**config.mk**
```make
export PLATFORM = sky130hd
export DESIGN_NAME = ex_multdiv
export DESIGN_NICKNAME = d
export VERILOG_FILES = /design/src/rtl/ex_multdiv.sv
export SDC_FILE = /design/constraint.sdc
export NUM_CORES = 1
export LEC_CHECK = 0
export ABC_CLOCK_PERIOD_IN_PS = 7170
export BUFFER_PORTS_ARGS = -buffer_cell sky130_fd_sc_hd__buf_4
export CAP_MARGIN = 25
export CORE_MARGIN = 3
export CORE_UTILIZATION = 44
export CTS_BUF_LIST = sky130_fd_sc_hd__clkbuf_4
export DETAILED_ROUTE_END_ITERATION = 8
export MAX_ROUTING_LAYER = met4
export PLACE_DENSITY = 0.58
export SLEW_MARGIN = 30
export SYNTH_ARGS = -nofsm -noshare
export SYNTH_HDL_FRONTEND = slang
export SYNTH_SLANG_ARGS = --single-unit
export TNS_END_PERCENT = 1
```
**constraint.sdc**
```tcl
create_clock -name clock -period 7.17 [get_ports clock]
set_input_delay 0.717 -clock clock [delete_from_list [all_inputs] [get_ports clock]]
set_output_delay 0.717 -clock clock [all_outputs]
set_load 0.02 [all_outputs]
```
**src/rtl/ex_multdiv.sv**
```systemverilog
// Iterative signed multiply/divide unit for the execute stage.
// One shift-add or restoring-divide step per clock; stalls upstream while busy.
module ex_multdiv #(
    parameter int unsigned WIDTH     = 32,
    parameter int unsigned TAG_WIDTH = 5
) (
    input  logic                 clock,
    input  logic                 clear_n,
    input  logic                 ctrl_mult,
    input  logic                 ctrl_div,
    input  logic [WIDTH-1:0]     operandA,
    input  logic [WIDTH-1:0]     operandB,
    input  logic [TAG_WIDTH-1:0] tag_in,
    output logic                 stall,
    output logic                 data_ready,
    output logic [WIDTH-1:0]     result,
    output logic                 exception,
    output logic [TAG_WIDTH-1:0] tag_out
);

    localparam int unsigned CntW = $clog2(WIDTH);

    typedef enum logic [1:0] {StIdle, StMult, StDiv, StDone} state_e;

    state_e               stateQ, stateD;
    logic [CntW-1:0]      counterQ;
    logic [WIDTH-1:0]     accQ;      // product high half / partial remainder
    logic [WIDTH-1:0]     loQ;       // multiplier shifting out / quotient shifting in
    logic [WIDTH-1:0]     opQ;       // multiplicand or divisor magnitude
    logic                 negQ;
    logic [TAG_WIDTH-1:0] tagQ;

    logic                 lastIter;
    logic [WIDTH:0]       mulSum;
    logic [WIDTH-1:0]     mulAcc, mulLo;
    logic [2*WIDTH-1:0]   product, signedProd;
    logic                 mulExc;
    logic [WIDTH:0]       divShift;
    logic                 divFits;
    logic [WIDTH-1:0]     divRem, divQuo, signedQuo;
    logic                 divExc;

    function automatic logic [WIDTH-1:0] magnitude(input logic [WIDTH-1:0] v);
        return v[WIDTH-1] ? -v : v;
    endfunction

    always_comb begin
        lastIter   = (counterQ == CntW'(WIDTH - 1));
        mulSum     = {1'b0, accQ} + {1'b0, (loQ[0] ? opQ : '0)};
        mulAcc     = mulSum[WIDTH:1];
        mulLo      = {mulSum[0], loQ[WIDTH-1:1]};
        product    = {mulAcc, mulLo};
        signedProd = negQ ? -product : product;
        mulExc     = signedProd[2*WIDTH-1:WIDTH] != {WIDTH{signedProd[WIDTH-1]}};
        divShift   = {accQ, loQ[WIDTH-1]};
        divFits    = divShift >= {1'b0, opQ};
        // When the trial subtraction fits, the true remainder is below opQ and fits WIDTH bits.
        divRem     = divFits ? (divShift[WIDTH-1:0] - opQ) : divShift[WIDTH-1:0];
        divQuo     = {loQ[WIDTH-2:0], divFits};
        signedQuo  = negQ ? -divQuo : divQuo;
        divExc     = ~negQ & divQuo[WIDTH-1];
    end

    always_ff @(posedge clock) begin
        if (!clear_n) begin
            stateQ <= StIdle;
        end else begin
            stateQ <= stateD;
        end
    end

    always_comb begin
        stateD = stateQ;
        unique case (stateQ)
            StIdle: begin
                if (ctrl_mult) begin
                    stateD = StMult;
                end else if (ctrl_div) begin
                    stateD = (operandB != '0) ? StDiv : StDone;
                end
            end
            StMult:  if (lastIter) stateD = StDone;
            StDiv:   if (lastIter) stateD = StDone;
            StDone:  stateD = StIdle;
            default: stateD = StIdle;
        endcase
    end

    always_comb begin
        stall      = clear_n & (((stateQ == StIdle) & (ctrl_mult | ctrl_div)) |
                                (stateQ == StMult) | (stateQ == StDiv));
        data_ready = clear_n & (stateQ == StDone);
    end

    always_ff @(posedge clock) begin
        if (!clear_n) begin
            counterQ  <= '0;
            accQ      <= '0;
            loQ       <= '0;
            opQ       <= '0;
            negQ      <= 1'b0;
            tagQ      <= '0;
            result    <= '0;
            exception <= 1'b0;
            tag_out   <= '0;
        end else begin
            case (stateQ)
                StIdle: begin
                    if (ctrl_mult || (ctrl_div && operandB != '0)) begin
                        counterQ <= '0;
                        accQ     <= '0;
                        loQ      <= ctrl_mult ? magnitude(operandB) : magnitude(operandA);
                        opQ      <= ctrl_mult ? magnitude(operandA) : magnitude(operandB);
                        negQ     <= operandA[WIDTH-1] ^ operandB[WIDTH-1];
                        tagQ     <= tag_in;
                    end else if (ctrl_div) begin
                        result    <= '0;
                        exception <= 1'b1;
                        tag_out   <= tag_in;
                    end
                end
                StMult: begin
                    accQ     <= mulAcc;
                    loQ      <= mulLo;
                    counterQ <= counterQ + CntW'(1);
                    if (lastIter) begin
                        result    <= signedProd[WIDTH-1:0];
                        exception <= mulExc;
                        tag_out   <= tagQ;
                    end
                end
                StDiv: begin
                    accQ     <= divRem;
                    loQ      <= divQuo;
                    counterQ <= counterQ + CntW'(1);
                    if (lastIter) begin
                        result    <= signedQuo;
                        exception <= divExc;
                        tag_out   <= tagQ;
                    end
                end
                default: ;
            endcase
        end
    end

endmodule
```
==> flow_summary.toml <==
[critical_path]
r2r_cells = 16
crit_start = "loQ[0]"
worstPathRequired_ps = 7700
reg2reg_slack_ps = 900
critPathKind = "register to register"
arrival_ps = 6800
r2r-start = "loQ[0]"
cp_max_fo = 16
crit_end = "exception"
endpoint_kind = "register"
reg2reg_to = "exception"
cp-start-kind = "register"

[routing]
vias = 15800
ant_nets = 0
vias_per_cell = 6.21
drtIter0Drc = 1301
drc_errors = 0
routedWlPerCell_um = 21.0
firstDrtPassIters = 8
totalWireLength_um = 53200

[clocking]
clock_sinks = 147
post_cts_buffers = 0
cts_tree = "built"
hold_buffers = 0
clock_path_buffers = 2
clock_latency_ps = 650
cts_root_buffer = "clkbuf_4"
cts.clk_slew.worst_paths_ps = 170
cts_resized = 0
cts_made_buffers = 17
cts_max_level = 4

[finish]
ff_latch_area_um2 = 2940
drive_gt1_share_pct = 10.3
multiInputGateArea_um2 = 11100
nNetsFinal = 2235
area_delta_synth_final_pct = 8.31
fill_cells = 3393

[global_routing]
track_usage_pct = 29.9
grt_pass1_vias = 14600
grt_max_degree = 106
grt_pass1_wl_um = 83600
antenna_found_initial = 1
grt-ovfl-total = 0

[floorplanning]
rows = 66
core_um2 = 33000
die_y_um = 190
fp.dieW_um = 190
die_area_um2 = 36300
start_util_pct = 45.3
ios = 113

[yosys]
syn-instance-count = 2094
ys_ff_latch = 147
synth_area_leaders = "dfxtp_1, ha_1, nand2_1"
synth_area_um2 = 15000
ys_seq_area_share_pct = 19.7
synth_top_area_cell = "dfxtp_1"
avgSynthCellArea_um2 = 7.15
syn-num-nets = 2245
synth.distinct_cells = 92
synth_edf_count = 0
async_reset_ff_share_pct = 0
synth_ff_type = "dfxtp_1"
ys_warn_count = 0
synth.top_cell.area_share_pct = 19.7

[power_and_ir_drop]
power_mw = 5.18
power_density_nw_per_um2 = 319
ir_drop_mv = 0.191
power.leakage_nw = 6.50

[timing]
finalHoldViolations = 0
worstMarginPinSlew_ps = 919
maxSlewViolCount = 0
period_minus_slack_ps = 6270
tns_ps = 0
worst_clock_skew_ps = 32.5
rsz0062_at_grt = "no"
period_share_pct = 87.5
setup_viol = 0
slew_headroom_pct = 38.7
fmax_mhz = 159

[job]
maxCapViolations = 0

[hold_path]
min_path_cells = 3
min_path_type = "primary input to register"

[place]
io_buffers = 112
gp_congestion = 0.962
dp_hpwl_um = 40100

[outcome]
status = "complete, no violations"
[layer usage]
metal	vias to the layer above	share of wire [%]	global-route usage [%]	wire length [um]
li1	7660	-	-	-
met1	7474	47	41.3	25000
met2	553	44	45.4	23500
met3	79	5.6	2.81	2960
met4	0	3.4	11.1	1790
met5	-	0	-	0
[cell families (layout without fill, tap and decap cells)]
family / Yosys count / in the layout / synth area share, %
other: 0 / 1 / 0
DFF: 147 / 147 / 19.7
AOI/OAI and AO/OA: 702 / 702 / 31.2
muxes: 27 / 27 / 1.82
buffers and inverters: 235 / 238 / 6.16
adders and majority gates: 78 / 78 / 6.62
and+or+nand+nor: 724 / 724 / 23.9
xor gates and xnor gates: 181 / 181 / 10.6
[power breakdown]
group / total [mW] / internal (mW) / switching [mW] / leakage (nW)
clock network: 0.595 / 0.194 / 0.401 / 0.160
registers: 1.33 / 0.999 / 0.329 / 1.20
logic: 3.26 / 1.18 / 2.07 / 5.14
[cell usage in the layout (no fill, tap or decap), types with 27 or more instances in the layout]
cell      count
dfxtp_1     146
a21o_1       35
nand3_1      65
inv_1        70
nor2_1      186
xor2_1       89
nor3_1       49
xnor2_1      91
o22ai_1      34
o21ai_0     137
a31oi_1      27
nand2_1     216
o31ai_1      44
o211a_1      40
a21oi_1     158
buf_4       132
o211ai_1     49
ha_1         74
[critical path, cell delays in order, from the launching register on]
cell and delay (ps):
dfxtp_1 710, clkinv_1 610, nor2_1 240, ha_1 340, a21oi_1 360, o211a_1 300, o21ai_1 190, xnor2_1 500
nand2_1 310, or4_1 610, o31ai_1 280, xnor2_1 140, a2111oi_0 720, nand4_1 230, nor4b_2 300, a2bb2oi_1 180
a41oi_1 130
[flip-flops by register name, summed over array words and instances, names as in the netlist]
signal / flops
loQ: 32
negQ: 1
exception: 1
result: 32
tag_out: 5
tagQ: 5
stateQ: 2
opQ: 32
counterQ: 5
accQ: 32
[stage by stage]
| step | util (%) | instance area [um2] | hold slack [ps] | setup slack (ps) | cells |
|---|---|---|---|---|---|
| CTS | 49.0 | 16200 | 273 | 898 | 2539 |
| global placement | 48.1 | 15900 | 445 | 1090 | 2507 |
| finish | 49.1 | 16200 | 320 | 898 | 2540 |
| global route | 49.1 | 16200 | 307 | 488 | 2540 |
| floorplan | - | 15000 | 441 | 2580 | 2094 |
| detailed placement | 48.1 | 15900 | 447 | 913 | 2507 |
[cells in the mapped netlist, types with 15 or more instances]
cell type,n
o211ai_1,49
and3_1,18
mux2i_1,25
a21oi_1,158
or3_1,18
nor2_1,187
o22ai_1,34
xnor2_1,91
inv_1,71
o41ai_1,15
nor3_1,49
nor4_1,19
and2_1,26
a22oi_1,19
ha_1,76
buf_1,17
or4_1,18
o211a_1,40
o21ai_1,16
nand3_1,65
a21boi_0,21
dfxtp_1,147
a31oi_1,27
o31ai_1,44
o21ai_0,137
nand2_1,217
nor2b_1,17
clkbuf_1,131
xor2_1,89
a21o_1,35
a221oi_1,22
nand4_1,19
[final cells by class]
| class | count | share of cell area [%] |
|---|---|---|
| flip-flops and latches | 147 | 18.2 |
| well taps | 442 | 3.41 |
| diodes | 1 | 0.0154 |
| clock buffers | 17 | 0.787 |
| inverters | 74 | 1.71 |
| multi-input cells | 1712 | 68.7 |
| repair buffers | 132 | 6.11 |
| clock inverters | 15 | 1.13 |
[worst min-delay path by stage]
stage | startpoint | endpoint
2_1_floorplan | opQ[26] | opQ[26]
4_1_cts | tag_in[3] | tagQ[3]
5_1_grt | tag_in[4] | tagQ[4]
3_5_place_dp | result[10] | result[10]
3_3_place_gp | result[10] | result[10]
6_report | tag_in[1] | tagQ[1]
Note: power is estimated with default switching activity, not from simulation.
